<file path="config.mk">
export PLATFORM = sky130hd
export DESIGN_NAME = tick_burst_arb_flat
export DESIGN_NICKNAME = d
export VERILOG_FILES = /design/src/rtl/tba_if.sv /design/src/rtl/tick_burst_arb.sv /design/src/flat_wrapper.sv
export SDC_FILE = /design/constraint.sdc
export NUM_CORES = 1
export LEC_CHECK = 0
export CORE_AREA = 10 10 53 76
export DETAILED_ROUTE_END_ITERATION = 6
export DIE_AREA = 0 0 63 86
export HOLD_SLACK_MARGIN = 0.1
export MAX_ROUTING_LAYER = met4
export PLACE_DENSITY_LB_ADDON = 0.08
export SYNTH_ARGS = -nofsm -noshare
export SYNTH_HDL_FRONTEND = slang
export SYNTH_SLANG_ARGS = --single-unit
</file>
<file path="constraint.sdc">
create_clock -name clk -period 2.6 [get_ports clk]
set_clock_uncertainty 0.2 [all_clocks]
set_input_delay 0.52 -clock clk [delete_from_list [all_inputs] [get_ports clk]]
set_output_delay 0.52 -clock clk [all_outputs]
set_load 0.01 [all_outputs]
</file>
<file path="src/rtl/tba_if.sv">
// tba_if: request/grant/tick bundle between the two divider channels and the
// shared prescaler arbiter. The arbiter side uses the slave modport.
interface tba_if #(
  parameter int DW = 3,
  parameter int NW = 4
);
  logic          c_up;
  logic          req0;
  logic          req1;
  logic [DW-1:0] div0;
  logic [DW-1:0] div1;
  logic [NW-1:0] num0;
  logic [NW-1:0] num1;
  logic          gnt0;
  logic          gnt1;
  logic          tick;
  logic          done0;
  logic          done1;
  logic          busy;

  modport master (
    output c_up, req0, req1, div0, div1, num0, num1,
    input  gnt0, gnt1, tick, done0, done1, busy
  );

  modport slave (
    input  c_up, req0, req1, div0, div1, num0, num1,
    output gnt0, gnt1, tick, done0, done1, busy
  );
endinterface

</file>
<file path="src/rtl/tick_burst_arb.sv">
// tick_burst_arb: round-robin owner of the shared modulo-D prescaler. The
// granted channel gets num ticks, one per max(div,1) enabled cycles, then a
// one-cycle done pulse.
// Optional feature macro: TBA_ABORT_EN -- dropping the owner's req during RUN
// abandons the burst without a done pulse.
module tick_burst_arb #(
  parameter int DW = 3,
  parameter int NW = 4
) (
  input logic   clk,
  input logic   rst_b,
  input logic   clr,
  tba_if.slave  bus
);

  typedef enum logic [1:0] {
    IDLE = 2'd0,
    RUN  = 2'd1,
    DONE = 2'd2
  } state_t;

  state_t        state, state_n;
  logic          lp, lp_n;          // last-served channel
  logic          own, own_n;        // channel holding the prescaler
  logic [DW-1:0] div_r, div_n;
  logic [DW-1:0] cnt, cnt_n;
  logic [NW-1:0] num_r, num_n;
  logic [NW-1:0] tcnt, tcnt_n;
  logic [1:0]    gnt, gnt_n;        // index 0/1 = channel 0/1
  logic [1:0]    done, done_n;
  logic          tick, tick_n;

  logic          win;
  logic [DW-1:0] win_div;
  logic [NW-1:0] win_num;
  logic          wrap;
  logic          abort;

  // Arbitration: a lone request wins; on a tie the channel not served last wins.
  assign win     = (bus.req0 && bus.req1) ? ~lp : bus.req1;
  assign win_div = win ? bus.div1 : bus.div0;
  assign win_num = win ? bus.num1 : bus.num0;

  // Divisors of 0 and 1 both mean a tick on every enabled cycle.
  assign wrap = (div_r <= DW'(1)) || (cnt == div_r - DW'(1));

`ifdef TBA_ABORT_EN
  assign abort = (state == RUN) && !(own ? bus.req1 : bus.req0);
`else
  assign abort = 1'b0;
`endif

  // Next-state and next-output logic for the burst sequencer.
  always_comb begin
    // NOTE: every target gets a default here so no path leaves a variable
    // unassigned; a missing default would infer a latch.
    state_n = state;
    lp_n    = lp;
    own_n   = own;
    div_n   = div_r;
    num_n   = num_r;
    cnt_n   = cnt;
    tcnt_n  = tcnt;
    gnt_n   = gnt;
    done_n  = 2'b00;
    tick_n  = 1'b0;

    unique case (state)
      IDLE: begin
        if (bus.req0 || bus.req1) begin
          own_n  = win;
          div_n  = win_div;
          num_n  = win_num;
          cnt_n  = '0;
          tcnt_n = '0;
          if (win_num == '0) begin
            // Zero-length burst completes without ever owning the counter.
            state_n = DONE;
            done_n  = win ? 2'b10 : 2'b01;
          end else begin
            state_n = RUN;
            gnt_n   = win ? 2'b10 : 2'b01;
          end
        end
      end

      RUN: begin
        if (abort) begin
          state_n = IDLE;
          gnt_n   = 2'b00;
          cnt_n   = '0;
          tcnt_n  = '0;
          lp_n    = own;
        end else if (bus.c_up) begin
          if (wrap) begin
            cnt_n  = '0;
            tick_n = 1'b1;
            tcnt_n = tcnt + NW'(1);
            if (tcnt + NW'(1) == num_r) begin
              state_n = DONE;
              gnt_n   = 2'b00;
              done_n  = own ? 2'b10 : 2'b01;
            end
          end else begin
            cnt_n = cnt + DW'(1);
          end
        end
      end

      DONE: begin
        state_n = IDLE;
        lp_n    = own;
      end

      default: state_n = IDLE;
    endcase
  end

  // State register; clr has the same effect as reset but on the clock edge.
  always_ff @(posedge clk or negedge rst_b) begin
    // NOTE: sequential state uses non-blocking assignments so every register
    // samples the pre-edge values regardless of statement order.
    if (!rst_b) begin
      state <= IDLE;
      lp    <= 1'b1;
      own   <= 1'b0;
      div_r <= '0;
      num_r <= '0;
      cnt   <= '0;
      tcnt  <= '0;
      gnt   <= 2'b00;
      done  <= 2'b00;
      tick  <= 1'b0;
    end else if (clr) begin
      state <= IDLE;
      lp    <= 1'b1;
      own   <= 1'b0;
      div_r <= '0;
      num_r <= '0;
      cnt   <= '0;
      tcnt  <= '0;
      gnt   <= 2'b00;
      done  <= 2'b00;
      tick  <= 1'b0;
    end else begin
      state <= state_n;
      lp    <= lp_n;
      own   <= own_n;
      div_r <= div_n;
      num_r <= num_n;
      cnt   <= cnt_n;
      tcnt  <= tcnt_n;
      gnt   <= gnt_n;
      done  <= done_n;
      tick  <= tick_n;
    end
  end

  assign bus.gnt0  = gnt[0];
  assign bus.gnt1  = gnt[1];
  assign bus.done0 = done[0];
  assign bus.done1 = done[1];
  assign bus.tick  = tick;
  assign bus.busy  = (state != IDLE);

endmodule

</file>
<file path="src/flat_wrapper.sv">
// flat-port wrapper written by rule: the top's interface ports become plain ports
module tick_burst_arb_flat 
#(
  parameter int DW = 3,
  parameter int NW = 4
)
  (clk, rst_b, clr, bus_c_up, bus_req0, bus_req1, bus_div0, bus_div1, bus_num0, bus_num1, bus_gnt0, bus_gnt1, bus_tick, bus_done0, bus_done1, bus_busy);
  tba_if #(.DW(DW), .NW(NW)) bus_i ();
  input logic clk;
  input logic rst_b;
  input logic clr;
  input wire logic [$bits(bus_i.c_up)-1:0] bus_c_up;
  input wire logic [$bits(bus_i.req0)-1:0] bus_req0;
  input wire logic [$bits(bus_i.req1)-1:0] bus_req1;
  input wire logic [$bits(bus_i.div0)-1:0] bus_div0;
  input wire logic [$bits(bus_i.div1)-1:0] bus_div1;
  input wire logic [$bits(bus_i.num0)-1:0] bus_num0;
  input wire logic [$bits(bus_i.num1)-1:0] bus_num1;
  output wire logic [$bits(bus_i.gnt0)-1:0] bus_gnt0;
  output wire logic [$bits(bus_i.gnt1)-1:0] bus_gnt1;
  output wire logic [$bits(bus_i.tick)-1:0] bus_tick;
  output wire logic [$bits(bus_i.done0)-1:0] bus_done0;
  output wire logic [$bits(bus_i.done1)-1:0] bus_done1;
  output wire logic [$bits(bus_i.busy)-1:0] bus_busy;
  assign bus_i.c_up = bus_c_up;
  assign bus_i.req0 = bus_req0;
  assign bus_i.req1 = bus_req1;
  assign bus_i.div0 = bus_div0;
  assign bus_i.div1 = bus_div1;
  assign bus_i.num0 = bus_num0;
  assign bus_i.num1 = bus_num1;
  assign bus_gnt0 = bus_i.gnt0;
  assign bus_gnt1 = bus_i.gnt1;
  assign bus_tick = bus_i.tick;
  assign bus_done0 = bus_i.done0;
  assign bus_done1 = bus_i.done1;
  assign bus_busy = bus_i.busy;
  tick_burst_arb #(.DW(DW), .NW(NW)) u_core (.clk(clk), .rst_b(rst_b), .clr(clr), .bus(bus_i));
endmodule
</file>
Word-level counts from Yosys, hierarchy flattened. Index checks and enable logic that the tools add are counted.

Shift-type cells: 0. Mux-type cells: 51. Div/mod/pow operators: 0. $mul: 0. Eq/ne operators: 9. Reductions and logical operators: 15. Bitwise operators: 1. Add/sub/neg operators: 3. Order comparisons: 1.

Operators with widths (count): 2-bit 2-to-1 mux (20); 4-bit 2-to-1 mux (8); 3-bit 2-to-1 mux (8); 2-bit one-hot mux with 2 select lines (3); 1-bit 2-to-1 mux (10); 3-bit by 2-bit != test with 1-bit output (second input constant) (3); 4-bit one-hot mux with 2 select lines (1); 4-bit AND reduction (2); 2-bit nonzero test (4); 3-bit != test (second input constant) (2); 3-bit one-hot mux with 2 select lines (1); 6-bit AND reduction (1); 4-bit by 1-bit adder with 4-bit output (second input constant) (1); 4-bit equality test (1); 4-bit logical NOT (1); 3-bit by 1-bit adder with 3-bit output (second input constant) (1); 3-bit equality test (1); 3-bit by 1-bit less-or-equal comparator with 1-bit output (second input constant) (1); 3-bit AND reduction (1); 3-bit nonzero test (1); 3-bit by 1-bit subtractor with 3-bit output (second input constant) (1); 2-bit by 1-bit equality test with 1-bit output (second input constant) (1); 2-bit equality test (second input constant) (1); 2-bit logical NOT (1); other kinds (4) (5).

Output and inout bits: 6. Bits in read-only memories: 0. Latch bits: 0. Logic and storage cells: 90. Input bits: 20. Memory bits (writable): 0. Memories kept: 0. Flip-flop bits (word level): 23.

Longest topological paths before layout.
Word-level depth: 8. Depth in mapped cells: 8. Gate-level depth less buffers: 7.

Worst setup path after synthesis. OpenSTA, ideal clock, no wires.

Path kind: register to register. Start point: register u_core.div_r[0]. End point: register u_core.gnt[0]. Period minus slack after synthesis: 2183 ps. Data required time: 2276 ps. Setup time: 124 ps. Slack: 417 ps. Stages on the path, launching flop included: 7. Data arrival time: 1859 ps. Buffers on the path: 0. Cell sequence: dfrtp_1 inv_1 ha_1 xor3_1 o32ai_2 o21ai_0 a211o_1.

Word-level cells in the longest chain between the ends: 5. Elaborated cells between the ends (all ways): 6. Those cells by class: 1 x add/sub; 1 x order compare; 2 x eq/ne; 2 x reduce/logical.

Ends and longest elaborated chain: from (decl) (RTL line tick_burst_arb.sv:25) `logic [DW-1:0] div_r, div_n;`; from (signal assigned) (RTL line tick_burst_arb.sv:149) `div_r <= div_n;`; 3-bit by 1-bit subtractor with 3-bit output (RTL line tick_burst_arb.sv:45) `assign wrap = (div_r <= DW'(1)) || (cnt == div_r - DW'(1));`; 3-bit equality test (RTL line tick_burst_arb.sv:45); 1-bit logical OR (*) (RTL line tick_burst_arb.sv:45); 3-bit by 2-bit != test with 1-bit output (no source line) (*); 6-bit AND reduction (no source line) (*); to (signal assigned) (RTL line tick_burst_arb.sv:153) `gnt <= gnt_n;`; to (decl) (RTL line tick_burst_arb.sv:29) `logic [1:0] gnt, gnt_n;`.

Mark *: on every way between the ends. The rest lies on a longest branch, timed or not. A chain may end at the register's enable or synchronous reset.

Worst setup path in the final report.
Start point: register u_core.div_r[0]. End point: register u_core.done[0].

Word-level cells in the longest chain between the ends: 7. Elaborated cells between the ends (all ways): 8. Those cells by class: 1 x add/sub; 1 x order compare; 1 x eq/ne; 4 x mux; 1 x reduce/logical.

Ends and longest elaborated chain: 3-bit by 1-bit subtractor with 3-bit output (RTL line tick_burst_arb.sv:45); 3-bit equality test (RTL line tick_burst_arb.sv:45); 1-bit logical OR (*) (RTL line tick_burst_arb.sv:45); 2-bit 2-to-1 mux (*) (RTL line tick_burst_arb.sv:95) `if (wrap) begin`; 2-bit 2-to-1 mux (*) (RTL line tick_burst_arb.sv:94) `end else if (bus.c_up) begin`; 2-bit one-hot mux with 2 select lines (*) (RTL line tick_burst_arb.sv:68) `unique case (state)`; 2-bit 2-to-1 mux (*) (RTL line tick_burst_arb.sv:134) `end else if (clr) begin`; to (signal assigned) (RTL line tick_burst_arb.sv:154) `done <= done_n;`; to (decl) (RTL line tick_burst_arb.sv:30) `logic [1:0] done, done_n;`.

Marked as above.

==> metrics <==
status finished clean; vias in the first global route roughly 1200; syn_area_per_cell 10.0 um^2; Startpoint Class register; part of the cycle the worst path needs 0.914; HP Class register to register; Worst VDD drop 0.470 mV; Mapped Cells about 130; largest area contributor in the netlist dfrtp_1; sequential share of the synthesized area 0.430; first-pass GRT wire length around 5500 um; share of cells above drive strength 1 0.108; initial antenna violation count 0; Top Ports 26; Setup crit end kind register; final net count ~190; max cap viols 0; number of antenna diodes 0; Critical Path Max Stage Delay 0.44 ns; effective utilization at floorplan 0.501; #FFs+latches synth 23; Inserted Clock Buffers 3; Post-synth EDFFs 0; crit path DAT 2.35 ns; Core ar. 2680 um^2; die span in y 86 um; CTS tree built; Die Width about 63 um; Final Max Tran Viols 0; Top FF cell, synth dfrtp_1; Iter 0 DRT Violations 33; Synth area leaders dfrtp_1 41%, mux2i_1 7.5%, a211oi_1 5.0%, nor2_1 4.2%, ha_1 3.7%; die area around 5400 um^2; Post-synth ARST share 1.00; endpoints failing setup 0; ordered list of cells on the worst path inv_1 > ha_1 > xor3_1 > o32ai_2 > and4_4 > nand2_1 > o22ai_1; CP max FO 8; Worst Tran Pin Value between 0.4 and 0.5 ns; Max H-tree Level 1; post-synth cell types 36; final hold viol count 0; Peak Freq 0.421 GHz; count of yosys warnings during synthesis 0; hold_buf cts 0; CTS clk-pin slew, worst paths 0.08 ns; area of the multi-input gates roughly 710 um^2; P&R area growth vs syn 27.4%; CP top delay family compound AO/OA/AOI/OAI gates; Pleak 0.000765 uW; Root Buffer clkbuf_8; DP Wirelength approximately 2600 um; CTS sink count 23; RSZ-0062 raised after global routing false; cts repair resizes 0; DRC Markers 0; GR Util All Layers 0.130; register area between 500 and 600 um^2; commonest non-fill, non-tap cells in the layout 25 x clkdlybuf4s50_1, 22 x dfrtp_1, 15 x nor2_1; row cnt 23; Antenna Violating Nets Remaining 0; Worst Path Class, Setup register to register; post-route insts no fill between 200 and 250; commonest non-fill, non-tap cell in the layout clkdlybuf4s50_1; Routed WL per cell 15.9 um; Fill cells around 240; slowest CP cell dfrtp_1; post-CTS setup buffers 0; syn nets 158; WP data required approximately 2.6 ns; CTS Buffer Depth 2; via density per instance 5.40; FF-to-FF setup slack around 0.22 ns; I/O Buffers 25; total negative slack 0 ns; grt ovf 0; fin crit period roughly 2.4 ns; Min Hold Slack roughly 0.33 ns; Slew HR 0.695; wirelength, routed 3240 um; via count between 1000 and 1500; Clock Latency Late Sink 0.26 ns; Cell Pwr Density approximately 800 nW/um^2; Worst Path Buf+Inv 1; placed cell count about 200; GPL Wtd Cong 0.822; Post-Syn Area about 1300 um^2; first drt pass iteration count 4; post-synth top area share 0.410; largest net degree at the start of global routing 24
==> through the flow <==
stage	power (uW)	area, um^2	setup slack, ns	util
after global placement	1130	1660	0.141	0.621
after floorplan	947	1340	0.417	-
after CTS	1370	1710	0.114	0.638
final	1360	1710	0.224	0.639
after detailed placement	1150	1660	0.127	0.621
after global routing	1460	1710	0.0597	0.639
==> cells in the mapped netlist, types with 2 or more instances <==
library cell / number
a21oi_1: 3
nor2_1: 15
xnor2_1: 5
mux2i_1: 10
clkbuf_1: 2
nand2_1: 13
a211oi_1: 9
nor2b_1: 2
nand3_1: 2
xor2_1: 2
nor4_1: 2
inv_1: 5
nand2b_1: 3
nor3_1: 5
a22o_2: 2
ha_1: 4
a211o_1: 2
buf_6: 2
dfrtp_1: 22
o21ai_0: 8
==> report_power, final <==
group	switching [uW]	internal, uW
combinational	295	310
sequential	96.9	442
clock	106	109
==> sequential cells by signal (all words and copies together), names as in the netlist <==
name             count
u_core.div_r         3
u_core.state         2
u_core.bus.tick      1
u_core.num_r         4
u_core.tcnt          4
u_core.own           1
u_core.cnt           3
u_core.gnt           2
u_core.lp            1
u_core.done          2
==> final cells by class <==
| class | instances | share of cell area |
|---|---|---|
| sequential | 23 | 0.337 |
| inverter | 5 | 0.0110 |
| clock buffer | 4 | 0.0264 |
| multi-input combinational | 101 | 0.417 |
| timing repair buffer | 33 | 0.182 |
| tap | 37 | 0.0271 |
==> layer usage <==
layer	up-vias	global-route usage	wire (um)
met4	0	0.0510	61
met2	23	0.237	1730
li1	545	-	-
met5	-	-	0
met1	522	0.137	1370
met3	6	0.0195	72
==> path summary, 6_finish.rpt <==
| kind | cells after the start | start | endpoint |
|---|---|---|---|
| max reg2reg | 7 | u_core.div_r[0]$_DFFE_PN0P_ | u_core.done[0]$_DFF_PN0_ |
| min | 1 | u_core.gnt[0]$_DFFE_PN0P_ | u_core.gnt[0]$_DFFE_PN0P_ |
| min in group asynchronous | 2 | rst_b | u_core.div_r[1]$_DFFE_PN0P_ |
| max | 7 | u_core.div_r[0]$_DFFE_PN0P_ | u_core.done[0]$_DFF_PN0_ |
| min reg2reg | 1 | u_core.gnt[0]$_DFFE_PN0P_ | u_core.gnt[0]$_DFFE_PN0P_ |
| max in group asynchronous | 2 | rst_b | u_core.lp$_DFFE_PN1P_ |
==> cells by family (layout without fill, tap and decap cells) <==
logic type	Yosys count	count (layout)	share of synthesized area
buf+inv	10	42	0.0401
flops	23	23	0.430
simple gates	46	46	0.163
compound gates	31	31	0.166
mux	11	11	0.0830
xor+xnor	9	9	0.0802
fa+ha+maj	4	4	0.0373
No activity file was read; power rests on OpenSTA's default activity.
